File: src/rtl/lsu_pkg.sv
// Shared load/store definitions: sequencer state encoding, access mask constants
// used by the decoder, and the lane-enable helper.
package lsu_pkg;

    localparam logic [1:0] S_IDLE = 2'd0;
    localparam logic [1:0] S_ACC0 = 2'd1;
    localparam logic [1:0] S_ACC1 = 2'd2;
    localparam logic [1:0] S_RESP = 2'd3;

    typedef enum logic [1:0] {
        ST_IDLE = S_IDLE,
        ST_ACC0 = S_ACC0,
        ST_ACC1 = S_ACC1,
        ST_RESP = S_RESP
    } lsu_state_e;

    localparam logic [4:0] MASK_B  = 5'b00001;
    localparam logic [4:0] MASK_H  = 5'b00011;
    localparam logic [4:0] MASK_W  = 5'b01111;
    localparam logic [4:0] MASK_BU = 5'b10001;
    localparam logic [4:0] MASK_HU = 5'b10011;

    // Byte lanes touched across two consecutive words; bits 7:4 belong to the next word.
    function automatic logic [7:0] lanes_of(input logic [3:0] size, input logic [1:0] off);
        return {4'b0000, size} << off;
    endfunction

endpackage

File: src/rtl/lsu_seq_if.sv
// Word-addressed data memory port with a req/ack handshake.
interface lsu_seq_if;
    logic        req;
    logic        ack;
    logic [31:0] addr;
    logic        we;
    logic [3:0]  bmask;
    logic [31:0] wdata;
    logic [31:0] rdata;

    modport master (output req, addr, we, bmask, wdata, input ack, rdata);
    modport slave  (input req, addr, we, bmask, wdata, output ack, rdata);
endinterface

File: src/rtl/lsu_align.sv
// Load data extraction: picks the addressed bytes out of {hi,lo}, truncates to
// the access size and sign/zero extends.
module lsu_align
    import lsu_pkg::*;
(
    input  logic [31:0] hi,
    input  logic [31:0] lo,
    input  logic [1:0]  off,
    input  logic [4:0]  mask,
    output logic [31:0] rdata
);
    logic [31:0] word;

    always_comb begin
        word = 32'({hi, lo} >> {off, 3'b000});
        case (mask[3:0])
            MASK_B[3:0]: rdata = {{24{~mask[4] & word[7]}}, word[7:0]};
            MASK_H[3:0]: rdata = {{16{~mask[4] & word[15]}}, word[15:0]};
            default:     rdata = word;
        endcase
    end
endmodule

File: src/rtl/lsu_seq.sv
// Load/store sequencer between the core and a req/ack word memory.
// Build option LSU_SPLIT_EN: misaligned accesses split into two word transactions;
// otherwise they complete immediately with o_err.
module lsu_seq
    import lsu_pkg::*;
(
    input  logic        i_clk,
    input  logic        i_rst,
    input  logic        i_req,
    input  logic        i_we,
    input  logic [4:0]  i_mask,
    input  logic [31:0] i_addr,
    input  logic [31:0] i_wdata,
    output logic        o_stall,
    output logic        o_done,
    output logic [31:0] o_rdata,
    output logic        o_err,
    lsu_seq_if.master   mem
);
    logic [1:0]  state_reg;
    logic        we_reg;
    logic [4:0]  mask_reg;
    logic [31:0] addr_reg;
    logic [31:0] wdata_reg;
    logic [31:0] lo_reg;
    logic [31:0] hi_val;
    logic [31:0] aligned;
    logic [7:0]  lanes_next;
    logic        start;
    logic        fault;
    logic [4:0]  shift_lo;
    logic [31:0] word_addr;
`ifdef LSU_SPLIT_EN
    logic [7:0]  lanes_reg;
    logic [31:0] hi_reg;
`else
    logic [3:0]  lanes_reg;
    logic        err_reg;
`endif

    assign start      = (state_reg == S_IDLE) && i_req && (i_mask[3:0] != 4'b0000);
    assign lanes_next = lanes_of(i_mask[3:0], i_addr[1:0]);
    assign shift_lo   = {addr_reg[1:0], 3'b000};
    assign word_addr  = {addr_reg[31:2], 2'b00};

    always_ff @(posedge i_clk) begin
        if (i_rst) begin
            state_reg <= S_IDLE;
            we_reg    <= 1'b0;
            mask_reg  <= '0;
            addr_reg  <= '0;
            wdata_reg <= '0;
            lo_reg    <= '0;
            lanes_reg <= '0;
`ifdef LSU_SPLIT_EN
            hi_reg    <= '0;
`else
            err_reg   <= 1'b0;
`endif
        end else begin
            case (state_reg)
                S_IDLE: if (start) begin
                    we_reg    <= i_we;
                    mask_reg  <= i_mask;
                    addr_reg  <= i_addr;
                    wdata_reg <= i_wdata;
`ifdef LSU_SPLIT_EN
                    lanes_reg <= lanes_next;
                    state_reg <= S_ACC0;
`else
                    // A word-crossing access cannot be served; report it without touching memory.
                    lanes_reg <= lanes_next[3:0];
                    err_reg   <= |lanes_next[7:4];
                    state_reg <= (|lanes_next[7:4]) ? S_RESP : S_ACC0;
`endif
                end
                S_ACC0: if (mem.ack) begin
                    lo_reg <= mem.rdata;
`ifdef LSU_SPLIT_EN
                    state_reg <= (|lanes_reg[7:4]) ? S_ACC1 : S_RESP;
`else
                    state_reg <= S_RESP;
`endif
                end
`ifdef LSU_SPLIT_EN
                S_ACC1: if (mem.ack) begin
                    hi_reg    <= mem.rdata;
                    state_reg <= S_RESP;
                end
`endif
                S_RESP:  state_reg <= S_IDLE;
                default: state_reg <= S_IDLE;
            endcase
        end
    end

    // Memory port is driven only while a transaction is outstanding.
    always_comb begin
        mem.req   = 1'b0;
        mem.addr  = '0;
        mem.we    = 1'b0;
        mem.bmask = '0;
        mem.wdata = '0;
        if (state_reg == S_ACC0) begin
            mem.req   = 1'b1;
            mem.addr  = word_addr;
            mem.we    = we_reg;
            mem.bmask = lanes_reg[3:0];
            mem.wdata = wdata_reg << shift_lo;
        end
`ifdef LSU_SPLIT_EN
        if (state_reg == S_ACC1) begin
            mem.req   = 1'b1;
            mem.addr  = word_addr + 32'd4;
            mem.we    = we_reg;
            mem.bmask = lanes_reg[7:4];
            mem.wdata = wdata_reg >> (6'd32 - {1'b0, shift_lo});
        end
`endif
    end

`ifdef LSU_SPLIT_EN
    assign hi_val = hi_reg;
    assign fault  = 1'b0;
`else
    assign hi_val = 32'd0;
    assign fault  = err_reg;
`endif

    lsu_align u_align (
        .hi    (hi_val),
        .lo    (lo_reg),
        .off   (addr_reg[1:0]),
        .mask  (mask_reg),
        .rdata (aligned)
    );

    assign o_stall = (state_reg == S_ACC0) || (state_reg == S_ACC1) || start;
    assign o_done  = (state_reg == S_RESP);
    assign o_err   = o_done && fault;
    assign o_rdata = (o_done && !we_reg && !fault) ? aligned : 32'd0;

endmodule

File: src/flat_wrapper.sv
// flat-port wrapper written by rule: the top's interface ports become plain ports
module lsu_seq_flat import lsu_pkg::*;
  (i_clk, i_rst, i_req, i_we, i_mask, i_addr, i_wdata, o_stall, o_done, o_rdata, o_err, mem_req, mem_addr, mem_we, mem_bmask, mem_wdata, mem_ack, mem_rdata);
  lsu_seq_if mem_i ();
  input  logic i_clk;
  input  logic i_rst;
  input  logic i_req;
  input  logic i_we;
  input  logic [4:0] i_mask;
  input  logic [31:0] i_addr;
  input  logic [31:0] i_wdata;
  output logic o_stall;
  output logic o_done;
  output logic [31:0] o_rdata;
  output logic o_err;
  output wire logic [$bits(mem_i.req)-1:0] mem_req;
  output wire logic [$bits(mem_i.addr)-1:0] mem_addr;
  output wire logic [$bits(mem_i.we)-1:0] mem_we;
  output wire logic [$bits(mem_i.bmask)-1:0] mem_bmask;
  output wire logic [$bits(mem_i.wdata)-1:0] mem_wdata;
  input wire logic [$bits(mem_i.ack)-1:0] mem_ack;
  input wire logic [$bits(mem_i.rdata)-1:0] mem_rdata;
  assign mem_req = mem_i.req;
  assign mem_addr = mem_i.addr;
  assign mem_we = mem_i.we;
  assign mem_bmask = mem_i.bmask;
  assign mem_wdata = mem_i.wdata;
  assign mem_i.ack = mem_ack;
  assign mem_i.rdata = mem_rdata;
  lsu_seq u_core (.i_clk(i_clk), .i_rst(i_rst), .i_req(i_req), .i_we(i_we), .i_mask(i_mask), .i_addr(i_addr), .i_wdata(i_wdata), .o_stall(o_stall), .o_done(o_done), .o_rdata(o_rdata), .o_err(o_err), .mem(mem_i));
endmodule
File: config.mk
export PLATFORM = sky130hd
export DESIGN_NAME = lsu_seq_flat
export DESIGN_NICKNAME = d
export VERILOG_FILES = /design/src/rtl/lsu_pkg.sv /design/src/rtl/lsu_seq_if.sv /design/src/rtl/lsu_align.sv /design/src/rtl/lsu_seq.sv /design/src/flat_wrapper.sv
export SDC_FILE = /design/constraint.sdc
export NUM_CORES = 1
export LEC_CHECK = 0
export CORE_UTILIZATION = 48
export CTS_CLUSTER_DIAMETER = 200
export DETAILED_ROUTE_END_ITERATION = 7
export GPL_TIMING_DRIVEN = 0
export PLACE_DENSITY = 0.83
export SYNTH_ARGS = -nofsm -noshare
export SYNTH_HDL_FRONTEND = slang
export SYNTH_SLANG_ARGS = --single-unit
File: constraint.sdc
create_clock -name i_clk -period 5.6 [get_ports i_clk]
set_input_delay 0.56 -clock i_clk [delete_from_list [all_inputs] [get_ports i_clk]]
set_output_delay 0.56 -clock i_clk [all_outputs]
set_load 0.02 [all_outputs]
==> results by group, run 1 <==
Routing
  • Routed WL per cell: 15.6 µm
  • Via count: 5,981
  • Met2 WL: 8120 µm
  • Initial DRC count: 373
  • Max Used Layer: met4
  • Pre-Repair DR Iteration Count: 5
  • Routed met3 length: 1650 µm
  • DRC: 0
  • Routed Antenna Nets: 0
  • Met1 wire length: 7380 µm
  • DRT Wirelength: 17,500 µm
  • Vias per cell: 5.34

STA
  • Final Max Tran Viols: 0
  • Fmax: 272 MHz
  • Unrepaired setup endpoints after global routing: no
  • Setup ws final: 1.92 ns
  • Worst Skew: 0.00878 ns
  • Crit path time final: 3.68 ns
  • # setup viols final: 0
  • Setup TNS: 0 ns
  • Slew margin rel.: 0.432
  • Final worst path period share: 0.657
  • Hold Vio Cnt, Final: 0
  • Worst Tran Pin Value: 0.845 ns

Clock network
  • Root Buffer: clkbuf_16
  • Clock Sinks: 109
  • Post-CTS Resized: 0
  • CTS Hold Bufs: 0
  • Clock tree buffer depth: 2
  • CTS Buf Count: 9
  • Post-CTS setup buffers: 0
  • Clk pin slew, worst setup/hold paths: 0.08 ns
  • Worst skew pair latency: 0.35 ns
  • H-tree levels: 3
  • CTS tree: done

Yosys
  • Number of library cell types mapped by synthesis: 39
  • Most instantiated cells after synthesis: nand2_1 (266), dfxtp_1 (109), a21oi_1 (108)
  • Synth area leaders: dfxtp_1 (40%), nand2_1 (18%), a21oi_1 (9.8%)
  • Synthesis Warnings: 0
  • Top-count cell post-synth: nand2_1
  • Number of enable flip-flop cells after synthesis: 0
  • Synth Flop Type: dfxtp_1
  • Netlist area before placement: 5520 µm²
  • Ys async rst share: 0
  • #FFs+latches synth: 109
  • Cell taking the most area after synthesis: dfxtp_1
  • Mapped Cells: 757
  • Syn Area/Cell: 7.29 µm²
  • Sequential element share of the synthesized area: 0.395
  • Synth top area share: 0.395

Floorplanning
  • Die width: 109 µm
  • Initial Util: 0.500
  • Num ports: 211
  • Die area: 11,900 µm²
  • Row count: 38
  • Core area: 11,000 µm²
  • DIE HEIGHT: 109 µm

Placement
  • RePlAce Congestion: 0.893
  • Dpl ws: 2.34 ns
  • Port Buffers: 206
  • DP Area: 7760 µm²
  • Dpl hpwl: 13,200 µm

Worst hold path
  • Worst min path class: reg -> reg

Worst setup path
  • Crit. End Element: primary output
  • Reg2Reg Depth: 7
  • Reg-to-reg endpoint: u_core.lo_reg[14]
  • Startpoint Class: flop
  • Delay-heaviest family, CP: simple AND/OR/NAND/NOR gates
  • Crit path arrival time: 3.12 ns
  • Critical path capture point: o_rdata[31]
  • Largest stage delay on the critical path: 0.72 ns
  • FF-to-FF setup slack: 3.42 ns
  • Slowest CP cell: nor4_2
  • Worst EP required: 5.04 ns
  • Crit path cell chain: ha_1 -> or3b_1 -> buf_2 -> nor4_2 -> nand2_1 -> nand2_1 -> clkdlybuf4s50_1
  • Kind of critical path: reg -> out
  • Crit path buf inv count: 2
  • Worst-path maximum fanout: 10
  • Most used cell, CP: nand2_1
  • Crit path launch: u_core.state_reg[0]
  • Crit. path cell count: 7
  • Reg-to-reg startpoint: u_core.state_reg[1]

Pwr
  • Pwr Density: 322 nW/µm²
  • Combinational share of power: 0.368
  • Leak: 3.04 nW
  • Switch share: 0.372
  • Pint: 0.00163 W
  • Worst IR drop on VDD: 0.250 mV
  • Sw Pwr: 0.000965 W
  • Sequential power share: 0.391
  • Total Power: 0.00259 W
  • Clock network fraction of total power: 0.241

Cells and area
  • Fin area: 8050 µm²
  • Final Core Density: 0.730
  • Area delta synth->final: 45.9%
  • Layout cell share with drive strength beyond 1: 0.0551
  • FILL cells: 904
  • Antenna cells: 0
  • Final #Nets: 1,084

Global routing
  • Pin count of the biggest net entering global routing: 20
  • Vias in the first global route: 5,477
  • Total congestion overflow: 0
  • First-pass GRT wire length: 26,800 µm
  • GRT Total Usage: 0.294
  • Initial antenna violation count: 0

Status
  • Outcome: finished clean

Run
  • Max-cap violations: 0
-- power groups by stage --
stage / clock [W] / sequential (W) / combinational (W)
global placement: 0 / 0.00102 / 0.000934
floorplan: 0 / 0.000992 / 0.000604
global route: 0.000661 / 0.00103 / 0.00105
finish: 0.000625 / 0.00101 / 0.000955
detailed placement: 0 / 0.00103 / 0.000947
CTS: 0.000627 / 0.00101 / 0.000953
-- how the worst min path moves through the flow --
stage | startpoint | end | cells after the start
finish | u_core.addr_reg[23] | u_core.addr_reg[23] | 2
global route | u_core.addr_reg[27] | u_core.addr_reg[27] | 2
CTS | u_core.addr_reg[31] | u_core.addr_reg[31] | 2
detailed placement | u_core.addr_reg[31] | u_core.addr_reg[31] | 2
global placement | u_core.addr_reg[31] | u_core.addr_reg[31] | 2
floorplan | u_core.lanes_reg[1] | u_core.lanes_reg[1] | 2
-- through the flow --
step                instances  hold WS [ns]
floorplan                 758         0.427
global placement         1104         0.436
detailed placement       1104         0.442
CTS                      1120         0.451
global route             1120         0.466
finish                   1120         0.451
-- kinds of logic after synthesis --
kind of cell,after synthesis,synth area share
compound gates,162,0.165
xor+xnor,1,0.00159
fa+ha+maj,3,0.00680
buf+inv,69,0.0565
flops,109,0.395
mux,45,0.0837
other cells,1,0.000680
simple gates,367,0.290
-- routing by layer --
metal,track usage,vias to the layer above
met5,0,-
met4,0.0886,0
met3,0.0777,34
met2,0.487,275
met1,0.372,2748
li1,-,2924
-- worst reg2reg max path, delay by kind of cell (launching register included) --
| family | cells | cell delay (ns) |
|---|---|---|
| flip-flops | 1 | 0.33 |
| buffers and inverters | 3 | 0.92 |
| AND/OR/NAND/NOR | 2 | 0.44 |
| adder cells (fa/ha/maj) | 1 | 0.30 |
| AO/OA/AOI/OAI | 1 | 0.07 |
-- cells in the final DEF (no fill, tap or decap), types with 2 or more instances in the layout --
| master | n |
|---|---|
| a211oi_1 | 14 |
| a21oi_1 | 108 |
| and2_1 | 53 |
| buf_1 | 8 |
| buf_2 | 18 |
| buf_4 | 6 |
| clkbuf_1 | 32 |
| clkbuf_16 | 9 |
| clkdlybuf4s50_1 | 206 |
| clkinvlp_4 | 2 |
| conb_1 | 2 |
| dfxtp_1 | 109 |
| ha_1 | 3 |
| inv_1 | 4 |
| inv_6 | 2 |
| mux2_2 | 9 |
| mux2i_1 | 36 |
| nand2_1 | 266 |
| nand2b_1 | 2 |
| nand3_1 | 2 |
| nor2_1 | 18 |
| nor2b_1 | 9 |
| nor3_1 | 4 |
| o211a_1 | 8 |
| o21ai_0 | 16 |
| o21ai_1 | 3 |
| o21bai_1 | 2 |
| o22ai_1 | 8 |
| or3_1 | 3 |
| or3b_1 | 2 |
-- final cells by class --
class | count | area, µm² | area share
Clock buffer | 10 | 239 | 0.0297
Sequential cell | 109 | 2180 | 0.271
Tap cell | 140 | 175 | 0.0218
Inverter | 4 | 15.0 | 0.00187
Timing Repair Buffer | 206 | 2060 | 0.256
Multi-Input combinational cell | 580 | 3030 | 0.376
Clock inverter | 6 | 52.6 | 0.00653
Buffer | 65 | 297 | 0.0368
(Power assumes the default switching activity.)
==> run 2: changes to the inputs <==
--- a/config.mk
+++ b/config.mk
@@ -5,11 +5,11 @@
 export SDC_FILE = /design/constraint.sdc
 export NUM_CORES = 1
 export LEC_CHECK = 0
-export CORE_UTILIZATION = 48
+export CORE_UTILIZATION = 40
 export CTS_CLUSTER_DIAMETER = 200
 export DETAILED_ROUTE_END_ITERATION = 7
 export GPL_TIMING_DRIVEN = 0
-export PLACE_DENSITY = 0.83
+export PLACE_DENSITY = 0.74
 export SYNTH_ARGS = -nofsm -noshare
 export SYNTH_HDL_FRONTEND = slang
 export SYNTH_SLANG_ARGS = --single-unit
==> constraint.sdc (replaced) <==
create_clock -name i_clk -period 3.09 [get_ports i_clk]
set_input_delay 0.309 -clock i_clk [delete_from_list [all_inputs] [get_ports i_clk]]
set_output_delay 0.309 -clock i_clk [all_outputs]
set_load 0.02 [all_outputs]
==> results by group, run 2 (synthesized netlist as in run 1, its figures left out) <==
Placement
  • RePlAce Congestion: 0.881
  • Port Buffers: 206
  • Dpl ws: 0.00809 ns
  • Dpl cells: 1,140
  • Dpl hpwl: 13,500 µm

Cells and area
  • Final #Nets: 1,084
  • Final Core Density: 0.605
  • Most frequent cells in the layout: nand2_1 (266), clkdlybuf4s50_1 (182), dfxtp_1 (109)
  • Area delta synth->final: 46.2%
  • Most common cell after layout, fill and taps aside: nand2_1
  • Antenna cells: 0
  • Finished Layout Cells: 1,156
  • Layout cell share with drive strength beyond 1: 0.0663

STA
  • Fmax: 332 MHz
  • Worst Tran Pin Value: 0.761 ns
  • Slew margin rel.: 0.492
  • Setup TNS: 0 ns
  • Setup ws final: 0.0811 ns
  • Hold Vio Cnt, Final: 0
  • Final worst path period share: 0.974
  • Final Max Tran Viols: 0
  • Unrepaired setup endpoints after global routing: no
  • Worst Skew: 0.00722 ns
  • Worst-case hold slack: 0.364 ns
  • Crit path time final: 3.01 ns
  • # setup viols final: 0

Worst setup path
  • Kind of critical path: reg -> out
  • Worst-path maximum fanout: 8
  • Worst EP required: 2.78 ns
  • Largest stage delay on the critical path: 0.41 ns
  • Crit path arrival time: 2.70 ns
  • Slowest CP cell: or3b_1
  • Reg2Reg Depth: 7
  • Reg-to-reg startpoint: u_core.state_reg[1]
  • Startpoint Class: flop
  • Crit path cell chain: ha_1 -> or3b_1 -> or3b_1 -> or3_1 -> buf_6 -> nand2_1 -> dlygate4sd2_1
  • Reg-to-reg endpoint: u_core.lo_reg[14]
  • FF-to-FF setup slack: 1.08 ns
  • Most used cell, CP: or3b_1
  • Crit. End Element: primary output

Clock network
  • Worst skew pair latency: 0.36 ns
  • H-tree levels: 3
  • CTS Hold Bufs: 0
  • Clock Sinks: 109
  • Clk pin slew, worst setup/hold paths: 0.07 ns
  • Root Buffer: clkbuf_16
  • CTS Buf Count: 9
  • CTS tree: done
  • Clock tree buffer depth: 2

Worst hold path
  • WHS Path Cells: 3
  • HP Start: i_addr[0]
  • Endpoint, Worst Hold: u_core.addr_reg[0]
  • Worst min path class: in -> reg

Routing
  • Routed WL per cell: 15.9 µm
  • Met1 wire length: 8280 µm
  • DRC: 0
  • Routed met3 length: 1330 µm
  • Pre-Repair DR Iteration Count: 4
  • Via count: 5,789
  • DRT Wirelength: 18,400 µm
  • Initial DRC count: 437
  • Vias per cell: 5.01
  • Met2 WL: 8420 µm
  • Max Used Layer: met4
  • Routed Antenna Nets: 0

Status
  • Outcome: finished clean

Pwr
  • Pint: 0.00292 W
  • Sequential power share: 0.392
  • Pwr Density: 579 nW/µm²
  • Combinational share of power: 0.375
  • Switch share: 0.376
  • Clock network fraction of total power: 0.233
  • Leak: 3.15 nW
  • Sw Pwr: 0.00176 W
  • Worst IR drop on VDD: 0.348 mV

Floorplanning
  • Die area: 14,300 µm²
  • Core area: 13,300 µm²
  • Row count: 42
  • Die width: 119 µm
  • Initial Util: 0.413
  • DIE HEIGHT: 119 µm
  • Num ports: 211

Run
  • Max-cap violations: 0

Global routing
  • GRT Total Usage: 0.261
  • Total congestion overflow: 0
  • First-pass GRT wire length: 28,900 µm
  • Pin count of the biggest net entering global routing: 18
  • Initial antenna violation count: 0
  • Vias in the first global route: 5,522
-- run 2: cell count changes in the layout (fill, tap and decap cells not counted), moves of 2 or more --
cell / delta
dlygate4sd2_1: +19
clkinvlp_4: -2
clkbuf_2: +6
clkdlybuf4s15_1: +3
clkinv_2: +4
clkdlybuf4s50_1: -24
buf_1: -5
-- run 2: power groups by stage --
stage                     clock network, W  logic [W]  registers (W)
final                              0.00109    0.00175        0.00183
after global routing               0.00117    0.00193        0.00186
after CTS                          0.00110    0.00175        0.00183
after detailed placement                 0    0.00173        0.00186
after global placement                   0    0.00171        0.00185
after floorplan                          0    0.00109        0.00180
-- run 2: per-stage QoR --
step | total power [W] | area, µm²
floorplan | 0.00289 | 5520
global placement | 0.00356 | 7800
detailed placement | 0.00359 | 7800
CTS | 0.00468 | 8060
global route | 0.00495 | 8070
finish | 0.00467 | 8070
-- run 2: metal layers --
layer,global-route usage,vias to the layer above
met4,0.0797,0
met5,0,-
li1,-,2922
met3,0.0714,25
met2,0.410,209
met1,0.346,2633
-- run 2: worst max path at each step --
stage | start | end | slack (ns)
2_1_floorplan | u_core.state_reg[0] | o_rdata[10] | 0.75
3_3_place_gp | u_core.state_reg[0] | o_rdata[29] | 0.05
3_5_place_dp | u_core.state_reg[0] | o_rdata[31] | 0.008
4_1_cts | u_core.addr_reg[1] | o_rdata[6] | 0.02
5_1_grt | u_core.state_reg[0] | o_rdata[31] | 0.001
6_report | u_core.state_reg[0] | o_rdata[14] | 0.08
-- run 2: final cells by class --
| type | count | area (µm²) |
|---|---|---|
| fill | 1286 | 5280 |
| multi-input combinational | 580 | 3050 |
| sequential | 109 | 2180 |
| timing repair buffer | 207 | 2040 |
| buffer | 64 | 303 |
| clock buffer | 10 | 229 |
| tap | 176 | 220 |
| clock inverter | 6 | 37.5 |
| inverter | 4 | 15.0 |
-- run 2: repair_timing --
| item | CTS | global route |
|---|---|---|
| resized for setup | 30 | 12 |
| setup endpoints to repair | 32 | 28 |
| endpoints found under the hold margin | 0 | 0 |
| pin swaps | 0 | 1 |
| setup buffers | 0 | 1 |
-- run 2: critical path: cells and delay by family, from the launching register on --
family,cells,cell delay (ns)
AND/OR/NAND/NOR,4,1.25
buffers and inverters,2,0.49
flip-flops,1,0.39
adder cells (fa/ha/maj),1,0.22
